[src/rtl/alu_pkg.sv]
// Shared ALU issue-stage types: ALU control encodings, main-control ALUOp
// classes, funct3 constants and the buffered issue entry layout.
package alu_pkg;

   localparam int ISSUE_DATA_W = 32;
   localparam int ISSUE_RD_W   = 5;

   // Encodings match the ALU's ctrl input
   typedef enum logic [1:0] {
      ALU_AND = 2'b00,
      ALU_OR  = 2'b01,
      ALU_ADD = 2'b10,
      ALU_SUB = 2'b11
   } alu_ctrl_e;

   typedef enum logic [1:0] {
      OP_LDST  = 2'b00,
      OP_BR    = 2'b01,
      OP_RTYPE = 2'b10,
      OP_ITYPE = 2'b11
   } alu_op_e;

   localparam logic [2:0] F3_ADD = 3'b000;
   localparam logic [2:0] F3_OR  = 3'b110;
   localparam logic [2:0] F3_AND = 3'b111;

   typedef struct packed {
      alu_ctrl_e               ctrl;
      logic [ISSUE_DATA_W-1:0] in_1;
      logic [ISSUE_DATA_W-1:0] in_2;
      logic [ISSUE_RD_W-1:0]   rd;
      logic                    illegal;
   } issue_entry_t;

endpackage

[src/rtl/alu_ctrl_decode.sv]
// Combinational ALU control decoder: maps ALUOp/funct3/funct7[5] to the
// ALU operation, operand-2 source and an illegal-funct flag.
module alu_ctrl_decode
   import alu_pkg::*;
(
   input  alu_op_e    alu_op,
   input  logic [2:0] funct3,
   input  logic       funct7_5,
   output alu_ctrl_e  ctrl,
   output logic       use_imm,
   output logic       illegal
);

   // ADD is the fallback for every unrecognised funct combination
   always_comb begin
      ctrl    = ALU_ADD;
      use_imm = 1'b0;
      illegal = 1'b0;
      case (alu_op)
         OP_LDST: use_imm = 1'b1;
         OP_BR:   ctrl    = ALU_SUB;
         OP_RTYPE: begin
            case (funct3)
               F3_ADD:  ctrl    = funct7_5 ? ALU_SUB : ALU_ADD;
               F3_AND:  ctrl    = ALU_AND;
               F3_OR:   ctrl    = ALU_OR;
               default: illegal = 1'b1;
            endcase
         end
         OP_ITYPE: begin
            use_imm = 1'b1;
            case (funct3)
               F3_ADD:  ctrl    = ALU_ADD;
               F3_AND:  ctrl    = ALU_AND;
               F3_OR:   ctrl    = ALU_OR;
               default: illegal = 1'b1;
            endcase
         end
         default: ctrl = ALU_ADD;
      endcase
   end

endmodule

[src/rtl/alu_ctrl_issue.sv]
// Decode/issue stage in front of the ALU. Decodes ALU ctrl and operand 2 at
// push time and buffers the result in a 2-entry skid FIFO. in_ready depends
// only on registered occupancy, never on out_ready.
// Optional feature: define ALU_ISSUE_FWD_EN to add a single-source operand
// forwarding port applied before operand selection.
module alu_ctrl_issue
   import alu_pkg::*;
#(
   parameter int DATA_SIZE = ISSUE_DATA_W,
   parameter int RD_W      = ISSUE_RD_W
) (
   input  logic                 clk,
   input  logic                 rst_n,
   input  logic                 flush,
   input  logic                 in_valid,
   output logic                 in_ready,
   input  logic [1:0]           alu_op,
   input  logic [2:0]           funct3,
   input  logic                 funct7_5,
   input  logic [DATA_SIZE-1:0] rs1_data,
   input  logic [DATA_SIZE-1:0] rs2_data,
   input  logic [DATA_SIZE-1:0] imm,
   input  logic [RD_W-1:0]      rd_in,
`ifdef ALU_ISSUE_FWD_EN
   input  logic [RD_W-1:0]      rs1_idx,
   input  logic [RD_W-1:0]      rs2_idx,
   input  logic                 fwd_valid,
   input  logic [RD_W-1:0]      fwd_rd,
   input  logic [DATA_SIZE-1:0] fwd_data,
`endif
   output logic                 out_valid,
   input  logic                 out_ready,
   output logic [1:0]           ctrl,
   output logic [DATA_SIZE-1:0] in_1,
   output logic [DATA_SIZE-1:0] in_2,
   output logic [RD_W-1:0]      rd_out,
   output logic                 illegal
);

   alu_ctrl_e     dec_ctrl;
   logic          dec_use_imm;
   logic          dec_illegal;
   logic [DATA_SIZE-1:0] rs1_eff;
   logic [DATA_SIZE-1:0] rs2_eff;
   issue_entry_t  entry_in;
   issue_entry_t  head;

   issue_entry_t  entry_p0 [2];
   logic          wr_ptr_p0;
   logic          rd_ptr_p0;
   logic [1:0]    count_p0;
   logic          rdy_p0;
   logic [1:0]    count_nxt;
   logic          push;
   logic          pop;

   alu_ctrl_decode u_decode (
      .alu_op   (alu_op_e'(alu_op)),
      .funct3   (funct3),
      .funct7_5 (funct7_5),
      .ctrl     (dec_ctrl),
      .use_imm  (dec_use_imm),
      .illegal  (dec_illegal)
   );

`ifdef ALU_ISSUE_FWD_EN
   // Forwarded result overrides the register-file value; x0 is never forwarded
   always_comb begin
      rs1_eff = rs1_data;
      rs2_eff = rs2_data;
      if (fwd_valid && (fwd_rd != '0) && (fwd_rd == rs1_idx)) rs1_eff = fwd_data;
      if (fwd_valid && (fwd_rd != '0) && (fwd_rd == rs2_idx)) rs2_eff = fwd_data;
   end
`else
   // Operands pass through unmodified
   always_comb begin
      rs1_eff = rs1_data;
      rs2_eff = rs2_data;
   end
`endif

   // Assemble the decoded entry that a push writes into the FIFO
   always_comb begin
      entry_in         = '0;
      entry_in.ctrl    = dec_ctrl;
      entry_in.in_1    = rs1_eff;
      entry_in.in_2    = dec_use_imm ? imm : rs2_eff;
      entry_in.rd      = rd_in;
      entry_in.illegal = dec_illegal;
   end

   assign in_ready  = rdy_p0;
   assign out_valid = (count_p0 != 2'd0);
   assign push      = in_valid & in_ready;
   assign pop       = out_valid & out_ready;

   // Occupancy update; flush empties the FIFO and wins over a concurrent push
   always_comb begin
      count_nxt = count_p0;
      if (flush) begin
         count_nxt = 2'd0;
      end else begin
         case ({push, pop})
            2'b10:   count_nxt = count_p0 + 2'd1;
            2'b01:   count_nxt = count_p0 - 2'd1;
            default: count_nxt = count_p0;
         endcase
      end
   end

   // ---- stage p0: FIFO control registers (reset + flush) ----
   // Ready is registered from next occupancy so it stays low throughout reset
   always_ff @(posedge clk) begin
      if (!rst_n) begin
         count_p0  <= 2'd0;
         wr_ptr_p0 <= 1'b0;
         rd_ptr_p0 <= 1'b0;
         rdy_p0    <= 1'b0;
      end else begin
         count_p0 <= count_nxt;
         rdy_p0   <= (count_nxt != 2'd2);
         if (flush) begin
            wr_ptr_p0 <= 1'b0;
            rd_ptr_p0 <= 1'b0;
         end else begin
            if (push) wr_ptr_p0 <= ~wr_ptr_p0;
            if (pop)  rd_ptr_p0 <= ~rd_ptr_p0;
         end
      end
   end

   // Entry storage carries no reset; outputs are masked while empty instead
   always_ff @(posedge clk) begin
      if (push && !flush) entry_p0[wr_ptr_p0] <= entry_in;
   end

   assign head    = entry_p0[rd_ptr_p0];
   assign ctrl    = out_valid ? head.ctrl    : 2'b00;
   assign in_1    = out_valid ? head.in_1    : '0;
   assign in_2    = out_valid ? head.in_2    : '0;
   assign rd_out  = out_valid ? head.rd      : '0;
   assign illegal = out_valid ? head.illegal : 1'b0;

endmodule

[config.mk]
export PLATFORM = sky130hd
export DESIGN_NAME = alu_ctrl_issue
export DESIGN_NICKNAME = d
export VERILOG_FILES = /design/src/rtl/alu_pkg.sv /design/src/rtl/alu_ctrl_decode.sv /design/src/rtl/alu_ctrl_issue.sv
export SDC_FILE = /design/constraint.sdc
export NUM_CORES = 1
export LEC_CHECK = 0
export CORE_ASPECT_RATIO = 0.7
export CORE_UTILIZATION = 35
export CTS_CLUSTER_DIAMETER = 50
export DETAILED_ROUTE_END_ITERATION = 7
export GPL_TIMING_DRIVEN = 1
export PLACE_DENSITY = 0.65
export SKIP_LAST_GASP = 1
export SLEW_MARGIN = 20
export SYNTH_ARGS = -nofsm -noshare
export SYNTH_HDL_FRONTEND = slang
export SYNTH_HIERARCHICAL = 1
export SYNTH_SLANG_ARGS = --single-unit
[constraint.sdc]
create_clock -name clk -period 10.3 [get_ports clk]
set_input_delay 1.545 -clock clk [delete_from_list [all_inputs] [get_ports clk]]
set_output_delay 1.545 -clock clk [all_outputs]
set_load 0.05 [all_outputs]
**Word level (Yosys, flattened, before mapping)**

Memories as Yosys holds them, arrays and structs flattened. A register that Yosys moved wholly into a read port is not among the register bits.
Index checks and enable logic that the tools add are counted.

- Add/sub/neg operators: 2
- $mul: 0
- Divide/modulo/power cells: 0
- Magnitude comparators: 0
- Eq/ne operators: 8
- Shifts and indexed selects: 0
- Mux-type cells: 19
- Bitwise gates (word level): 5
- Reduce and logical (&&, ||, !) cells: 9

Operator list:

| kind | number |
|---|---|
| $mux 32 | 3 |
| $pmux 2 s3 | 2 |
| $mux 1 | 9 |
| $pmux 2 s2 | 2 |
| $eq 2x2->1 const B | 3 |
| $eq 3x3->1 const B | 2 |
| $reduce_or 2->1 | 3 |
| $mux 5 | 1 |
| $eq 2x1->1 const B | 2 |
| $mux 2 | 2 |
| $logic_not 3->1 | 1 |
| $not 1->1 | 3 |
| $reduce_or 3->1 | 1 |
| $add 2x1->2 const B | 1 |
| $and 1x1->1 | 2 |
| $logic_not 2->1 | 1 |
| $ne 2x2->1 const B | 1 |
| $reduce_bool 2->1 | 1 |
| $sub 2x1->2 const B | 1 |
| $logic_and 1x1->1 | 1 |
| $logic_not 1->1 | 1 |

- Register bits: 5
- Latch bits: 0
- Bits in writable memories: 144
- ROM bits: 0
- Input port bits: 112
- Word-level logic and storage cells: 48
- Memories kept: 1

Memory list:

| memory | depth | width | rd ports | clocked after memory_dff | write ports | RTL line | text |
|---|---|---|---|---|---|---|---|
| entry_p0 | 2 | 72 | 1 | 1 | 1 | alu_ctrl_issue.sv:48 | `issue_entry_t entry_p0 [2];` |

**Depth between registers and ports, before layout**

Gate-level depths: netlist of the first run.

- Depth after elaboration: 6
- Depth in mapped cells: 6

**By module**

The synthesis of the first run kept the hierarchy.

By module, submodules not included:

| module | instances | cells each | area an instance (um^2) |
|---|---|---|---|
| alu_ctrl_issue | 1 | 369 | 6057.1 |
| alu_ctrl_decode | 1 | 18 | 135.1 |

**Worst setup path after synthesis of the first run**

Ideal clock, no wire load.

- Path type: input -> register
- From: input port in_valid
- To: memory entry_p0[1][0] in the netlist's numbering (enable)
- Arrival time: 6950 ps
- Required time: 9693 ps
- Slack: 2743 ps
- Stages on the path: 2
- Cell sequence: nand2_1 > nor3b_1

- Word-level cells in the longest chain between the ends: 4

Ends and longest elaborated chain:

| what | RTL line | text |
|---|---|---|
| from (decl) | alu_ctrl_issue.sv:15 | `input logic in_valid,` |
| $and 1x1->1 | alu_ctrl_issue.sv:94 | `assign push = in_valid & in_ready;` |
| $logic_and 1x1->1 | alu_ctrl_issue.sv:134 | `if (push && !flush) entry_p0[wr_ptr_p0] <= entry_in;` |
| $mux 1 | alu_ctrl_issue.sv:134 |  |
| $mux 1 (not written as such) | alu_ctrl_issue.sv:134 |  |
| to (decl) | alu_ctrl_issue.sv:48 |  |

Every way passes these cells.

==> flow_summary.ini, run 1 <==
[logic_synthesis]
netlist_area_mm2 = 0.006192
ys_seq_elements = 150
synth_compound_area_share_pct = 1.293
yosysWarnings = 6
synth_top_family_by_area = multiplexers
syn_area_per_cell_um2 = 16.00
synth_cells = 387
synthDistinctLibCells = 30
synth_nets = 503
synth.area.mux_share_pct = 17.46
synth-xor-area-share_pct = 0.5658
synth_fa_ha_area_share_pct = 0.8082
ys_seq_area_share_pct = 71.77
yosys.area_share.simple_pct = 6.001

[layout]
final_nets = 693
syn2layout_area_growth_pct = 43.67
antenna_cells = 0
layoutNonFillerInstCount = 821
final_layout_size_suffix_gt1_share_pct = 12.03

[power]
combPwrFrac_pct = 10.5
p_switching_mw = 0.3441
switching_share_pct = 23.02
leakage_nw = 2.872
power_frac_seq_pct = 46.1
internal_power_mw = 1.151
p_clk_share_pct = 43.4
vdd_drop_max_mv = 0.09263
power_density_mw_per_mm2 = 168.1

[clock_network]
insertion_delay_ns = 0.43
cts_buffer_depth = 2
cts_setup_buffers = 0
htreeDepth = 4
cts_resized = 0
tritoncts = built
cts_made_buffers = 17
holdBufCountCts = 0
cts.sinks = 150
path_clk_slew_ns = 0.06
cts_root_buffer = clkbuf_16

[place]
post-dp-hpwl_um = 8425
dp.cells = 789
gp_routability_congestion = 0.7679
portBuffers = 185

[routing]
wl_um = 13060
via_per_inst = 4.609
wl_met1_um = 5798
highest_layer = met4
wl_met3_um = 788
drt_pass1_iterations = 4
wl_per_cell_um = 15.90
vias = 3784
dr.first_iter.drc_count = 156
wl_met2_um = 6296
drc = 0
detail-route-antenna-nets = 0

[grt]
grt_overflow = 0
grt_pass1_vias = 3964
antenna_found_initial = 0
grt_max_degree = 73
grt_usage_pct = 14.94
grt_pass1_wl_um = 20460

[flow_run]
cap_violations = 0

[sta]
relSlewSlack_pct = 32.79
fin_crit_sh_pct = 45.10
max_freq_mhz = 215.3
hold_viol_final = 0
finClkSkew_ns = 0.01234
final.setup.tns_ns = 0
rsz0062_at_grt = no
layout_min_cycle_time_ns = 4.646
tightest_slew_ns = 1.008
setup_viol_count_final = 0
drv_slew = 0

[critical_path]
crit_arrival_ns = 3.10
path_max_fanout = 49
cp-start-kind = register
cp-end-kind = output port
regToRegStartpoint = in_ready
required_ns = 8.76
worstSetupPathType = register to output port

[floorplanning]
fp.coreArea_mm2 = 0.01722
die_area_mm2 = 0.01824
die_h_um = 113.3
die_x_um = 161.0
num_rows = 40
ios = 186
start_util_pct = 35.97

[hold_path]
holdCritStartpoint = rd_ptr_p0
hold_class = register to register

[run_status]
status = finished, final reports clean
==> state kept, by name, summed over array words and instances, names as in the netlist, named ones only <==
signal / cells
count_p0: 2
entry_p0: 144
in_ready: 1
rd_ptr_p0: 1
wr_ptr_p0: 1
==> final timing paths <==
kind	to	slack, ns	cells past startpoint
max	in_1[28]	5.65	4
min	rd_ptr_p0	0.51	2
max reg2reg	entry_p0[1][2]	8.41	3
min reg2reg	rd_ptr_p0	0.51	2
==> cell usage in the layout (no fill, tap or decap), types with 3 or more instances in the layout <==
master	netlist	layout
bufinv_16	0	3
nor2b_1	4	4
ha_1	4	4
buf_4	7	5
edfxtp_1	144	144
inv_6	0	5
nor2_1	75	75
clkbuf_16	0	17
clkdlybuf4s50_1	0	185
dfxtp_1	6	5
mux2_2	30	30
mux2i_1	72	72
inv_1	5	5
==> synth_stat cells, drive strengths merged <==
cell type,instances,area share [%]
edfxtp,144,70
a211o,1,0.14
xnor2,2,0.28
mux2,32,5.8
o21a,2,0.24
mux2i,72,12
a22oi,1,0.12
buf,18,1.7
a21oi,2,0.16
clkbuf,1,0.061
nand2,2,0.12
nor3,3,0.24
xor2,2,0.28
o21bai,1,0.12
o21ai,2,0.16
nor2b,4,0.40
ha,4,0.81
inv,5,0.30
or3b,1,0.14
dfxtp,6,1.9
and2b,1,0.12
nor2,76,4.6
nor3b,1,0.12
or3,1,0.10
a211oi,1,0.20
nand2b,1,0.10
a2bb2oi,1,0.14
==> metal layers <==
layer / up-vias / track usage [%]
li1: 1814 / -
met1: 1823 / 18.56
met2: 131 / 24.17
met3: 16 / 4.839
met4: 0 / 6.038
met5: - / 0
==> worst max-delay path, stage by stage (launching register included) <==
cell and delay (ns):
dfxtp_4 0.61, buf_4 0.73, mux2i_1 0.17, nor2_1 0.22, clkdlybuf4s50_1 0.84
==> area by class of cell <==
type	instances	area (um^2)
Multi-Input combinational cell	213	1633
Clock buffer	18	429.2
Timing Repair Buffer	190	1889
Sequential cell	150	4448
Inverter	5	18.77
Fill cell	1461	8320
Clock inverter	14	188.9
Tap cell	231	289.0
==> power groups by stage <==
| stage | combinational (mW) | clock, mW | sequential, mW |
|---|---|---|---|
| 6_report | 0.156 | 0.649 | 0.690 |
| 5_1_grt | 0.166 | 0.689 | 0.691 |
| 4_1_cts | 0.159 | 0.663 | 0.690 |
| 3_5_place_dp | 0.158 | 0 | 0.703 |
| 3_3_place_gp | 0.154 | 0 | 0.703 |
| 2_1_floorplan | 0.0815 | 0 | 0.704 |
==> metrics by stage <==
stage                     area, um^2  hold slack (ns)  util (%)  worst slack (ns)  power, mW
after floorplan                 6192           0.4725         -             2.743     0.7855
after detailed placement        8278           0.4968     48.08             6.078     0.8608
final                           8896           0.5058     51.67             5.654      1.495
after global routing            8896           0.5387     51.67             5.486      1.546
after CTS                       8896           0.5120     51.67             5.611      1.512
after global placement          8278           0.4863     48.08             6.120     0.8564
==> cells by family after synthesis <==
family	Yosys count
AOI/OAI and AO/OA	11
xor gates and xnor gates	4
adders and majority gates	4
buffers and inverters	24
DFF	150
muxes	104
and+or+nand+nor	90
Note: power is estimated with default switching activity, not from simulation.
==> run 2: changes to the inputs <==
--- a/config.mk
+++ b/config.mk
@@ -10,7 +10,7 @@
 export CTS_CLUSTER_DIAMETER = 50
 export DETAILED_ROUTE_END_ITERATION = 7
 export GPL_TIMING_DRIVEN = 1
-export PLACE_DENSITY = 0.65
+export PLACE_DENSITY = 0.68
 export SKIP_LAST_GASP = 1
 export SLEW_MARGIN = 20
 export SYNTH_ARGS = -nofsm -noshare
==> constraint.sdc (replaced) <==
create_clock -name clk -period 4.25 [get_ports clk]
set_input_delay 0.6375 -clock clk [delete_from_list [all_inputs] [get_ports clk]]
set_output_delay 0.6375 -clock clk [all_outputs]
set_load 0.05 [all_outputs]
==> flow_summary.ini, run 2 (synthesized netlist as in run 1, its figures left out) <==
[grt]
antenna_found_initial = 0
grt_pass1_wl_um = 19330
grt_usage_pct = 13.93
grt_max_degree = 43
grt_overflow = 0
grt_pass1_vias = 3737

[clock_network]
insertion_delay_ns = 0.40
cts.sinks = 150
cts_buffer_depth = 2
cts_made_buffers = 17
cts_resized = 0
cts_root_buffer = clkbuf_16
path_clk_slew_ns = 0.06
holdBufCountCts = 0
cts_setup_buffers = 0
htreeDepth = 4
tritoncts = built

[routing]
dr.first_iter.drc_count = 210
drt_pass1_iterations = 4
wl_um = 12490
wl_per_cell_um = 15.18
via_per_inst = 4.532
detail-route-antenna-nets = 0
vias = 3730
drc = 0

[critical_path]
cp_cell_sequence = nor2_4 > buf_4 > nor2_1 > clkdlybuf4s50_1
path_max_fanout = 37
cp_top_family = buffers and inverters
cpPeakStageDelay_ns = 0.73
required_ns = 3.61
worstSetupPathType = register to output port
cp-end-kind = output port
worst_path_max_delay_cell = nor2_4
worst-path-buf-inv = 2
crit_arrival_ns = 2.75
cp-start-kind = register

[sta]
finClkSkew_ns = 0.008514
fin_crit_sh_pct = 79.72
rsz0062_at_grt = no
relSlewSlack_pct = 38.09
holdWs_ns = 0.5130
setup_viol_count_final = 0
fin_ws_ns = 0.8620
final.setup.tns_ns = 0
drv_slew = 0
layout_min_cycle_time_ns = 3.388
hold_viol_final = 0
max_freq_mhz = 295.2
tightest_slew_ns = 0.9265

[floorplanning]
die_x_um = 161.0
ios = 186
num_rows = 40
start_util_pct = 35.97
fp.coreArea_mm2 = 0.01722
die_h_um = 113.3
die_area_mm2 = 0.01824

[hold_path]
hold_class = register to register

[place]
post-dp-hpwl_um = 8326
gp_routability_congestion = 0.7491
post-place-ws_ns = 1.237
portBuffers = 185

[layout]
n_fill_cell = 1439
antenna_cells = 0
top_register = entry_p0
multi_input_area_mm2 = 0.001645
final_layout_size_suffix_gt1_share_pct = 12.16
largest_reg_flops = 144
layout_common_cells = clkdlybuf4s50_1, edfxtp_1, nor2_1, mux2i_1, mux2_2
syn2layout_area_growth_pct = 43.18
final_nets = 696
reg_top3 = entry_p0: 144 flops, count_p0: 2 flops
regArea_mm2 = 0.004448
final_common_cell = clkdlybuf4s50_1

[power]
power_density_mw_per_mm2 = 384.8
vdd_drop_max_mv = 0.2191
leakage_nw = 2.858

[run_status]
status = finished, final reports clean

[flow_run]
cap_violations = 0
[run 2: report_power, final]
group / total [mW] / switching, mW / internal, mW
Combinational: 0.383 / 0.195 / 0.187
Sequential: 1.67 / 0.00983 / 1.66
Clock: 1.36 / 0.556 / 0.801
Total: 3.41 / 0.761 / 2.65
[run 2: final cells by class]
type | instances | share of cell area [%]
flip-flops and latches | 150 | 50.17
multi-input cells | 213 | 18.56
clock buffers | 19 | 4.883
inverters | 5 | 0.2117
well taps | 231 | 3.260
clock inverters | 12 | 1.214
repair buffers | 193 | 21.70
[run 2: worst min-delay path, cell delays in order, from the launching register on]
cell and delay, ns:
dfxtp_1 0.32, xor2_1 0.08, nor2_1 0.08
[run 2: path summary, 6_finish.rpt]
check | slack [ns] | to | depth (start not counted) | startpoint
min reg2reg | 0.51 | register | 2 | rd_ptr_p0
max reg2reg | 2.50 | in_ready | 6 | count_p0[1]
max | 0.86 | ctrl[1] | 4 | count_p0[1]
min | 0.51 | register | 2 | rd_ptr_p0
[run 2: metrics by stage]
step / area (um^2) / util, % / cells / power (mW)
2_1_floorplan: 6202 / - / 387 / 1.902
3_3_place_gp: 8325 / 48.36 / 792 / 2.080
3_5_place_dp: 8325 / 48.36 / 792 / 2.089
4_1_cts: 8866 / 51.50 / 823 / 3.457
5_1_grt: 8866 / 51.50 / 823 / 3.540
6_report: 8866 / 51.50 / 823 / 3.412
[run 2: per-layer routing]
layer	global-route usage [%]	share of wire, %
met2	23.42	49
met5	0	0
met4	4.403	0.85
met3	3.959	5.2
met1	17.40	45
==> run 3: changes to the inputs <==
--- a/config.mk
+++ b/config.mk
@@ -10,7 +10,7 @@
 export CTS_CLUSTER_DIAMETER = 50
 export DETAILED_ROUTE_END_ITERATION = 7
 export GPL_TIMING_DRIVEN = 1
-export PLACE_DENSITY = 0.68
+export PLACE_DENSITY = 0.65
 export SKIP_LAST_GASP = 1
 export SLEW_MARGIN = 20
 export SYNTH_ARGS = -nofsm -noshare
==> constraint.sdc (replaced) <==
create_clock -name clk -period 3.4 [get_ports clk]
set_input_delay 0.51 -clock clk [delete_from_list [all_inputs] [get_ports clk]]
set_output_delay 0.51 -clock clk [all_outputs]
set_load 0.05 [all_outputs]
==> flow_summary.ini, run 3 (synthesized netlist as in run 1, its figures left out) <==
[floorplanning]
die_x_um = 161.0
die_area_mm2 = 0.01824
start_util_pct = 35.97
die_h_um = 113.3
ios = 186
fp.coreArea_mm2 = 0.01722
num_rows = 40

[flow_run]
cap_violations = 0

[clock_network]
cts_root_buffer = clkbuf_16
tritoncts = built
cts_resized = 0
htreeDepth = 4
cts_setup_buffers = 0
insertion_delay_ns = 0.40
cts.sinks = 150
cts_made_buffers = 17
path_clk_slew_ns = 0.06
cts_buffer_depth = 2
holdBufCountCts = 0

[routing]
drc = 0
via_per_inst = 4.601
dr.first_iter.drc_count = 175
wl_um = 12700
detail-route-antenna-nets = 0
wl_per_cell_um = 15.45
vias = 3782
drt_pass1_iterations = 4

[layout]
final_nets = 695
layoutNonFillerInstCount = 822
reg_top3 = entry_p0: 144 flops, count_p0: 2 flops
final_layout_size_suffix_gt1_share_pct = 11.84
top_register = entry_p0
regArea_mm2 = 0.004448
largest_reg_flops = 144
layout_common_cells = clkdlybuf4s50_1, edfxtp_1, nor2_1, mux2i_1, mux2_2
n_fill_cell = 1439
antenna_cells = 0
multi_input_area_mm2 = 0.001645
syn2layout_area_growth_pct = 44.80
final_common_cell = clkdlybuf4s50_1

[grt]
antenna_found_initial = 0
grt_pass1_wl_um = 19690
grt_max_degree = 73
grt_overflow = 0
grt_usage_pct = 14.24
grt_pass1_vias = 3887

[critical_path]
cp-start-kind = register
cp-end-kind = output port
ff2ff_setup_slack_ns = 1.64
crit_start = count_p0[1]
path_max_fanout = 53
regToRegStartpoint = count_p0[1]
timing.critical_path.to = in_2[30]
r2r_end = in_ready
worstSetupPathType = register to output port
required_ns = 2.89
r2r_cells = 6
crit_arrival_ns = 2.70

[run_status]
status = finished, final reports clean

[sta]
final.setup.tns_ns = 0
fin_ws_ns = 0.1911
setup_viol_count_final = 0
hold_viol_final = 0
relSlewSlack_pct = 59.27
tightest_slew_ns = 0.6109
fin_crit_sh_pct = 94.38
layout_min_cycle_time_ns = 3.209
drv_slew = 0
rsz0062_at_grt = no
finClkSkew_ns = 0.007519
max_freq_mhz = 311.6

[hold_path]
hold_class = register to register

[place]
post-dp-hpwl_um = 8525
gp_routability_congestion = 0.7583
portBuffers = 185
post-place-ws_ns = 0.6254
dp.cells = 791

[power]
leakage_nw = 2.892
power_density_mw_per_mm2 = 500.9
vdd_drop_max_mv = 0.2708
run 3: worst min-delay path by stage:
| stage | end | slack (ns) | cells past startpoint | startpoint |
|---|---|---|---|---|
| 2_1_floorplan | register | 0.47 | 2 | rd_ptr_p0 |
| 3_3_place_gp | register | 0.49 | 2 | rd_ptr_p0 |
| 3_5_place_dp | rd_ptr_p0 | 0.49 | 2 | rd_ptr_p0 |
| 4_1_cts | register | 0.51 | 2 | rd_ptr_p0 |
| 5_1_grt | register | 0.55 | 2 | rd_ptr_p0 |
| 6_report | register | 0.51 | 2 | rd_ptr_p0 |
run 3: area by class of cell:
| cell class | instances | share of cell area (%) |
|---|---|---|
| clock buffer | 19 | 4.828 |
| inverter | 5 | 0.2093 |
| timing repair buffer | 192 | 21.80 |
| sequential | 150 | 49.61 |
| tap | 231 | 3.224 |
| clock inverter | 12 | 1.982 |
| multi-input combinational | 213 | 18.35 |
run 3: report_power, final:
part	switching, mW	internal, mW
Clock	0.696	1.23
Sequential	0.0121	2.08
Combinational	0.243	0.237
run 3: routing by layer:
layer	wire (um)	up-vias	GRT usage, %
li1	-	1815	-
met1	5572	1843	17.21
met2	6309	115	24.25
met3	683	9	4.326
met4	135	0	4.843
met5	0	-	0
run 3: worst max-delay path, stage by stage (launching register included):
cell and delay (ns):
dfxtp_1 0.38, nor2_4 0.41, buf_4 0.58, nor2_1 0.13, clkdlybuf4s50_1 0.74
run 3: through the flow:
| stage | hold slack [ns] | cell area, um^2 | util (%) | power (mW) |
|---|---|---|---|---|
| CTS | 0.5132 | 8966 | 52.08 | 4.543 |
| finish | 0.5086 | 8966 | 52.08 | 4.491 |
| detailed placement | 0.4898 | 8356 | 48.53 | 2.611 |
| global placement | 0.4873 | 8356 | 48.53 | 2.599 |
| floorplan | 0.4725 | 6215 | - | 2.377 |
| global route | 0.5456 | 8966 | 52.08 | 4.646 |
